### config.mk
export PLATFORM = sky130hd
export DESIGN_NAME = word_nbyte_uart_rx
export DESIGN_NICKNAME = d
export VERILOG_FILES = /design/src/rtl/word_nbyte_uart_rx_pkg.sv /design/src/rtl/word_nbyte_uart_rx_timeout.sv /design/src/rtl/word_nbyte_uart_rx.sv
export SDC_FILE = /design/constraint.sdc
export NUM_CORES = 1
export LEC_CHECK = 0
export ABC_AREA = 1
export CAP_MARGIN = 5
export CORE_AREA = 2 2 114 127
export DETAILED_ROUTE_END_ITERATION = 8
export DIE_AREA = 0 0 116 129
export PLACE_DENSITY = 0.55
export SYNTH_ARGS = -nofsm -noshare
export SYNTH_HDL_FRONTEND = slang
export SYNTH_SLANG_ARGS = --single-unit
export TNS_END_PERCENT = 50
### constraint.sdc
create_clock -name clk -period 1.83 [get_ports clk]
set_clock_uncertainty 0.05 [all_clocks]
set_input_delay 0.549 -clock clk [delete_from_list [all_inputs] [get_ports clk]]
set_output_delay 0.549 -clock clk [all_outputs]
set_load 0.01 [all_outputs]
### src/rtl/word_nbyte_uart_rx_pkg.sv
// Shared types and constants for the tagged-byte word assembler.
package word_nbyte_uart_rx_pkg;

   typedef enum logic [1:0] {
      IDLE     = 2'd0,
      EXP_DATA = 2'd1,
      EXP_TAG  = 2'd2,
      EXP_CMD  = 2'd3
   } rx_state_e;

   localparam logic [1:0] ERR_NONE    = 2'b00;
   localparam logic [1:0] ERR_SEQ     = 2'b01;
   localparam logic [1:0] ERR_TIMEOUT = 2'b10;
   localparam logic [1:0] ERR_OVERRUN = 2'b11;

   localparam logic [7:0] TAG_CMD   = 8'h00;
   localparam logic [7:0] TAG_FIRST = 8'h01;

   typedef struct packed {
      logic       vld;
      logic [1:0] code;
   } err_req_t;

   // Collapse the error sources into one report, timeout first, overrun last.
   function automatic err_req_t pick_err(input logic to, input logic seq, input logic ovr);
      err_req_t r;
      r.vld = to | seq | ovr;
      if (to)       r.code = ERR_TIMEOUT;
      else if (seq) r.code = ERR_SEQ;
      else if (ovr) r.code = ERR_OVERRUN;
      else          r.code = ERR_NONE;
      return r;
   endfunction

endpackage

### src/rtl/word_nbyte_uart_rx_timeout.sv
// Idle-cycle counter for inter-byte gaps inside a frame; saturates at the limit.
module frame_timeout_counter #(
   parameter int unsigned TIMEOUT_CYCLES = 100000
) (
   input  logic clk,
   input  logic reset,
   input  logic clear,
   input  logic enable,
   output logic expired
);
   localparam int unsigned CW = $clog2(TIMEOUT_CYCLES + 1);
   localparam logic [CW-1:0] LIMIT = CW'(TIMEOUT_CYCLES);

   logic [CW-1:0] cnt;

   // Count enabled cycles, hold at the limit until cleared.
   always_ff @(posedge clk or negedge reset) begin
      if (!reset)                        cnt <= '0;
      else if (clear)                    cnt <= '0;
      else if (enable && cnt != LIMIT)   cnt <= cnt + CW'(1);
   end

   assign expired = (cnt == LIMIT);
endmodule

### src/rtl/word_nbyte_uart_rx.sv
// Assembles tag/data byte pairs into a little-endian word, or a tag-0 command
// byte into a zero-extended command word, with sequence/timeout/overrun errors.
module word_nbyte_uart_rx
   import word_nbyte_uart_rx_pkg::*;
#(
   parameter int unsigned WORD_BYTES     = 4,
   parameter int unsigned TIMEOUT_CYCLES = 100000
) (
   input  logic                    clk,
   input  logic                    reset,
   input  logic [7:0]              byte_in,
   input  logic                    byte_valid,
   output logic [8*WORD_BYTES-1:0] word_data,
   output logic                    word_is_cmd,
   output logic                    word_valid,
   input  logic                    word_ready,
   output logic                    err_valid,
   output logic [1:0]              err_code
);
   localparam int unsigned WW = 8 * WORD_BYTES;

   rx_state_e     state, state_nx;
   logic [3:0]    k;
   logic [WW-1:0] shadow, shadow_fill, new_word;
   logic          new_is_cmd, complete, seq_err, timeout, ovr_err;
   logic          expired, accept, tag_ok, last_byte;
   err_req_t      err_nx;

   assign accept    = word_valid && word_ready;
   assign tag_ok    = (byte_in == ({4'd0, k} + 8'd1));
   assign last_byte = (k == 4'(WORD_BYTES));
   assign ovr_err   = complete && word_valid && !word_ready;
   assign err_nx    = pick_err(timeout, seq_err, ovr_err);

   frame_timeout_counter #(.TIMEOUT_CYCLES(TIMEOUT_CYCLES)) u_timeout (
      .clk     (clk),
      .reset   (reset),
      .clear   (byte_valid || state == IDLE || timeout),
      .enable  (state != IDLE),
      .expired (expired)
   );

   // Shadow word with the incoming byte merged into lane k.
   always_comb begin
      shadow_fill = shadow;
      for (int i = 0; i < int'(WORD_BYTES); i++)
         if (k == 4'(i + 1)) shadow_fill[8*i +: 8] = byte_in;
   end

   // Frame parser: next state and completion/error strobes. A byte on the
   // expiry cycle is processed normally, so timeout only fires without one.
   always_comb begin
      state_nx   = state;
      complete   = 1'b0;
      seq_err    = 1'b0;
      timeout    = 1'b0;
      new_word   = shadow_fill;
      new_is_cmd = 1'b0;
      if (byte_valid) begin
         case (state)
            IDLE: begin
               if (byte_in == TAG_FIRST)    state_nx = EXP_DATA;
               else if (byte_in == TAG_CMD) state_nx = EXP_CMD;
            end
            EXP_DATA: begin
               if (last_byte) begin
                  complete = 1'b1;
                  state_nx = IDLE;
               end else begin
                  state_nx = EXP_TAG;
               end
            end
            EXP_TAG: begin
               if (tag_ok) state_nx = EXP_DATA;
               else begin
                  seq_err  = 1'b1;
                  state_nx = IDLE;
               end
            end
            EXP_CMD: begin
               complete   = 1'b1;
               new_is_cmd = 1'b1;
               new_word   = WW'(byte_in);
               state_nx   = IDLE;
            end
            default: state_nx = IDLE;
         endcase
      end else if (state != IDLE && expired) begin
         timeout  = 1'b1;
         state_nx = IDLE;
      end
   end

   // State register.
   always_ff @(posedge clk or negedge reset) begin
      if (!reset) state <= IDLE;
      else        state <= state_nx;
   end

   // Byte index and shadow word.
   always_ff @(posedge clk or negedge reset) begin
      if (!reset) begin
         k      <= '0;
         shadow <= '0;
      end else if (byte_valid) begin
         case (state)
            IDLE: if (byte_in == TAG_FIRST) begin
               k      <= 4'd1;
               shadow <= '0;
            end
            EXP_DATA: shadow <= shadow_fill;
            EXP_TAG: begin
               if (tag_ok) k      <= k + 4'd1;
               else        shadow <= '0;
            end
            default: ;
         endcase
      end
   end

   // Output word holding register and registered error report.
   always_ff @(posedge clk or negedge reset) begin
      if (!reset) begin
         word_data   <= '0;
         word_is_cmd <= 1'b0;
         word_valid  <= 1'b0;
         err_valid   <= 1'b0;
         err_code    <= ERR_NONE;
      end else begin
         if (complete && !ovr_err) begin
            word_data   <= new_word;
            word_is_cmd <= new_is_cmd;
            word_valid  <= 1'b1;
         end else if (accept) begin
            word_valid  <= 1'b0;
         end
         err_valid <= err_nx.vld;
         if (err_nx.vld) err_code <= err_nx.code;
      end
   end
endmodule

Word-level counts from Yosys, hierarchy flattened
Index checks and enable logic that the tools add are counted.
{"block": "word_totals", "ff_bits": 92, "input_bits": 12, "output_inout_bits": 37, "wordCells": 86}
{"block": "classes", "addsub": 3, "n_eq_ne": 15, "muxes": 36, "bitwise_logic": 2, "reduce_logical": 21}
{"cell": "32-bit 2-to-1 mux", "count": 4}
{"cell": "32-bit one-hot mux with 3 select lines", "count": 1}
{"cell": "17-bit 2-to-1 mux", "count": 2}
{"cell": "8-bit 2-to-1 mux", "count": 4}
{"cell": "17-bit by 1-bit adder with 17-bit output, second input constant", "count": 1}
{"cell": "17-bit equality test, second input constant", "count": 1}
{"cell": "17-bit inequality test, second input constant", "count": 1}
{"cell": "2-bit 2-to-1 mux", "count": 8}
{"cell": "1-bit 2-to-1 mux", "count": 12}
{"cell": "2-bit nonzero test", "count": 5}
{"cell": "4-bit by 2-bit equality test with 1-bit output, second input constant", "count": 2}
{"cell": "8-bit by 1-bit equality test with 1-bit output, second input constant", "count": 1}
{"cell": "8-bit by 5-bit equality test with 1-bit output", "count": 1}
{"cell": "8-bit logical NOT", "count": 1}
{"cell": "4-bit 2-to-1 mux", "count": 2}
{"cell": "2-bit one-hot mux with 4 select lines", "count": 1}
{"cell": "4-bit one-hot mux with 2 select lines", "count": 1}
{"cell": "4-bit AND reduction", "count": 2}
{"cell": "1-bit logical AND", "count": 6}
{"cell": "4-bit by 1-bit adder with 5-bit output, second input constant", "count": 1}
{"cell": "4-bit by 1-bit adder with 4-bit output, second input constant", "count": 1}
{"cell": "2-bit equality test, second input constant", "count": 2}
{"cell": "4-bit by 1-bit equality test with 1-bit output, second input constant", "count": 1}
{"cell": "4-bit by 3-bit equality test with 1-bit output, second input constant", "count": 1}
{"cell": "other kinds (11)", "count": 15}

Logic depth before layout (Yosys ltp)
{"block": "logic_depth", "ltp_word": 9, "depth_mapped": 12, "depth_no_buf": 12}

Modules after synthesis
A second synthesis with hierarchy kept.
{"block": "hier_totals", "hier_cells": 673, "area_unflattened_um2": 5178.7}
{"mod": "word_nbyte_uart_rx", "instances": 1, "cells_per_inst": 494, "area_each_um2": 3953.8, "seq_area_each_um2": 1876.8}
{"mod": "frame_timeout_counter", "instances": 1, "cells_per_inst": 179, "area_each_um2": 1224.9, "seq_area_each_um2": 425.4}

Least setup slack after synthesis
OpenSTA, ideal clock, no wires.
{"block": "synth_path", "path_kind": "register to register", "from": "register k[0]", "to": "register shadow[13]", "setup_ps": 117, "arrival_ps": 1649, "t_required_ps": 1663, "setup_slack_ps": 14, "path_stages_with_launch": 12, "n_path_buf": 1, "period_less_slack_ps": 1816, "path_cell_list": "dfrtp_1 inv_1 ha_1 inv_1 nand2_1 nand2_1 nand3_1 nor2_2 nand4_2 buf_2 nand3_1 nand2_1"}
{"block": "synth_via", "elab_chain_len": 4}
{"item": "from (decl)", "line": "word_nbyte_uart_rx.sv:23", "source": "logic [3:0] k;"}
{"item": "from (signal assigned)", "line": "word_nbyte_uart_rx.sv:113", "source": "if (tag_ok) k <= k + 4'd1;"}
{"item": "4-bit by 1-bit adder with 5-bit output", "line": "word_nbyte_uart_rx.sv:30", "source": "assign tag_ok = (byte_in == ({4'd0, k} + 8'd1));"}
{"item": "8-bit by 5-bit equality test with 1-bit output", "line": "word_nbyte_uart_rx.sv:30"}
{"item": "2-bit inequality test (no source line)"}
{"item": "4-bit AND reduction (no source line)"}
{"item": "to (signal assigned)", "line": "word_nbyte_uart_rx.sv:111", "source": "EXP_DATA: shadow <= shadow_fill;"}
{"item": "to (decl)", "line": "word_nbyte_uart_rx.sv:24", "source": "logic [WW-1:0] shadow, shadow_fill, new_word;"}
Several ways; a longest one is shown, not always the timed one.
A chain may end at the register's enable or synchronous reset.

Worst setup path in the final report
{"block": "layout_path", "from": "register k[0]", "to": "register shadow[4]"}
The elaborated chain is that of the path after synthesis.

==> summary.md <==
| Metric | Value |
|---|---|
| Final instance area | `6360 um^2` |
| Post-DR wirelength/cell | `14.0 um` |
| HP Class | `input port to async pin` |
| CTS tree | `yes` |
| LEAKAGE | `3.22 nW` |
| Achievable Freq | `545 MHz` |
| Largest net degree at the start of global routing | `33` |
| Placed cell areas | `5740 um^2` |
| Synth Net Count | `633` |
| Overflow after GRT | `0` |
| First-pass GRT wire length | `about 22000 um` |
| Clock buffer depth | `2` |
| Vias in the first global route | `~4400` |
| Final hold vios | `0` |
| Cell variety after synth | `27` |
| Skew-Pair Late Insertion Delay | `0.36 ns` |
| Area Overhead vs Synth | `36.4%` |
| RSZ-0062 raised after global routing | `true` |
| Initial core utilization | `roughly a third` |
| Most common cell after layout, fill and taps aside | `nand2_1` |
| Worst-Margin Slew | `about 0.47 ns` |
| Die Wd | `116 um` |
| Row count | `45` |
| GP Congestion | `0.801` |
| Tcrit/Tclk final | `100%` |
| Min Tclk post-route | `1.83 ns` |
| CTS hold repair buffers | `0` |
| DP Worst Slack | `-0.498 ns` |
| Highest Signal Layer | `met4` |
| DR pass1 iterations | `4` |
| Power per cell area | `roughly 1100 nW/um^2` |
| Worst EP arrival | `2.09 ns` |
| Clock sink count | `92` |
| Avg Inst Size Synth | `7.58 um^2` |
| Worst EP required | `about 2.1 ns` |
| Ports | `between 40 and 50` |
| Detailed Route Iter0 Violations | `between 200 and 300` |
| Share of layout cells above drive strength 1 | `19.0%` |
| Cell area after synthesis | `4660 um^2` |
| Total of max-cap violations | `0` |
| NumNets Final | `743` |
| Util after Layout | `46.7%` |
| Mapped Cells | `615` |
| Setup crit end kind | `register` |
| I/O Buffers | `48` |
| Min Hold Slack | `0.0909 ns` |
| Rel. slew slack | `68.6%` |
| Die area | `15000 um^2` |
| Status | `finished, violations left` |
| Most frequent cells in the layout | `161 x nand2_1, 92 x dfrtp_1, 90 x nor2_1, 62 x buf_4, 57 x nand3_1` |
| YS warnings | `0` |
| CTS root buffer | `clkbuf_16` |
| FF+latch area | `around 2300 um^2` |
| Worst Slack Setup Final | `-0.00409 ns` |
| Slew Viols, Final | `0` |
| # fillers | `1374` |
| Routed via count | `4386` |
| Area of the multi-input gates | `2190 um^2` |
| Core ar. | `13600 um^2` |
| Crit Path Max Fanout | `5` |
| Flop and latch count out of synthesis | `92` |
| Worst VDD drop | `0.560 mV` |
| Met3 WL | `520 um` |
| CTS H-tree lvls | `3` |
| Metal2 WL | `6090 um` |
| Die Y | `129 um` |
| Worst-path clk slew | `0.07 ns` |
| CP Launch Type | `register` |
| Detailed Place HPWL | `between 8000 and 9000 um` |
| Diode count | `0` |
| M1 wire length | `6040 um` |
| Initial antenna violation count | `0` |
| DRC | `0` |
| Routed wire length | `12800 um` |
| DR vias/cell | `4.78` |
| Critical path class | `register to register` |
| Failing checks | `setup timing` |
| Setup-failing EPs final | `5` |
| Number of buffers created by CTS | `9` |
| Post-route ant nets | `0` |
| Total GRT Usage | `18.5%` |
| Sequential fraction of the synthesis area | `roughly 49%` |
critical path: stages, from the launching register on:
cell and delay (ns):
dfrtp_1 0.40, inv_2 0.09, ha_4 0.21, inv_2 0.06, nand2_2 0.04, nand2_2 0.06
nand3_2 0.09, nor2_4 0.13, nand4_4 0.14, nand2_4 0.14, buf_12 0.13, clkbuf_16 0.13
nand2_1 0.04, nand2_1 0.05
power by group:
group	switching, mW	internal (mW)	total, mW
Combinational	1.60	1.33	2.94
Clock	0.846	0.936	1.78
Sequential	0.211	2.33	2.55
kinds of logic (layout without fill, tap and decap cells):
group	count (synthesis)	after routing	synth area share, %
simple gates	357	357	31.9
xor+xnor	6	6	1.13
mux	3	3	0.644
flops	92	92	49.4
fa+ha+maj	6	6	1.61
compound gates	80	80	8.78
buf+inv	71	186	6.55
metrics by stage:
step / TNS [ns] / std cells / total power, mW
3_3_place_gp: -23.21 / 879 / 5.07
5_1_grt: -2.55 / 918 / 7.77
2_1_floorplan: 0 / 615 / 3.86
6_report: -0.0102 / 918 / 7.26
4_1_cts: -0.000318 / 915 / 7.14
3_5_place_dp: -25.70 / 879 / 5.10
final timing paths:
kind | from | endpoint | slack (ns) | cells after the start
min | reset | word_data[1]$_DFFE_PN0P_ | 0.09 | 1
min in group clk | shadow[25]$_DFFE_PN0P_ | shadow[25]$_DFFE_PN0P_ | 0.42 | 2
max | k[0]$_DFFE_PN0P_ | shadow[4]$_DFFE_PN0P_ | -0.004 | 13
max in group asynchronous | reset | shadow[1]$_DFFE_PN0P_ | 1.07 | 2
max reg2reg | k[0]$_DFFE_PN0P_ | shadow[4]$_DFFE_PN0P_ | -0.004 | 13
min reg2reg | shadow[25]$_DFFE_PN0P_ | shadow[25]$_DFFE_PN0P_ | 0.42 | 2
flip-flops by register name, indices dropped and copies added (netlist names):
signal,flops
word_data,32
u_timeout.cnt,17
err_valid,1
word_is_cmd,1
shadow,32
k,4
state,2
err_code,2
word_valid,1
cell type report:
class                      count  share of cell area, %
sequential                    92                   36.2
clock buffer                  10                   3.60
inverter                      44                   2.60
clock inverter                 6                  0.748
tap                          188                   3.70
multi-input combinational    452                   34.5
timing repair buffer         126                   18.7
cell usage after synthesis (all sizes together):
master | n | share of area (%)
mux2i | 3 | 0.64
nor3 | 9 | 0.97
buf | 21 | 2.5
o21a | 1 | 0.16
nor2 | 96 | 7.9
clkbuf | 6 | 0.54
xor2 | 3 | 0.56
dfrtp | 92 | 49
inv | 44 | 3.5
nand3 | 59 | 6.4
nand4 | 10 | 1.5
ha | 6 | 1.6
xnor2 | 3 | 0.56
o211ai | 1 | 0.16
a21oi | 28 | 3.1
nor3b | 3 | 0.48
o21ai | 50 | 5.4
nand2 | 180 | 15
layer usage:
metal	up-vias	GRT usage, %
met4	0	5.32
met2	69	29.6
met3	11	3.86
li1	2202	-
met5	-	0
met1	2104	25.5
what timing repair did:
item	4_1_cts	5_1_grt
setup buffers	18	3
setup endpoints to repair	73	61
gates resized for setup	65	44
pin swaps	9	4
cloned	2	1
Power figures use the tool's default switching activity.
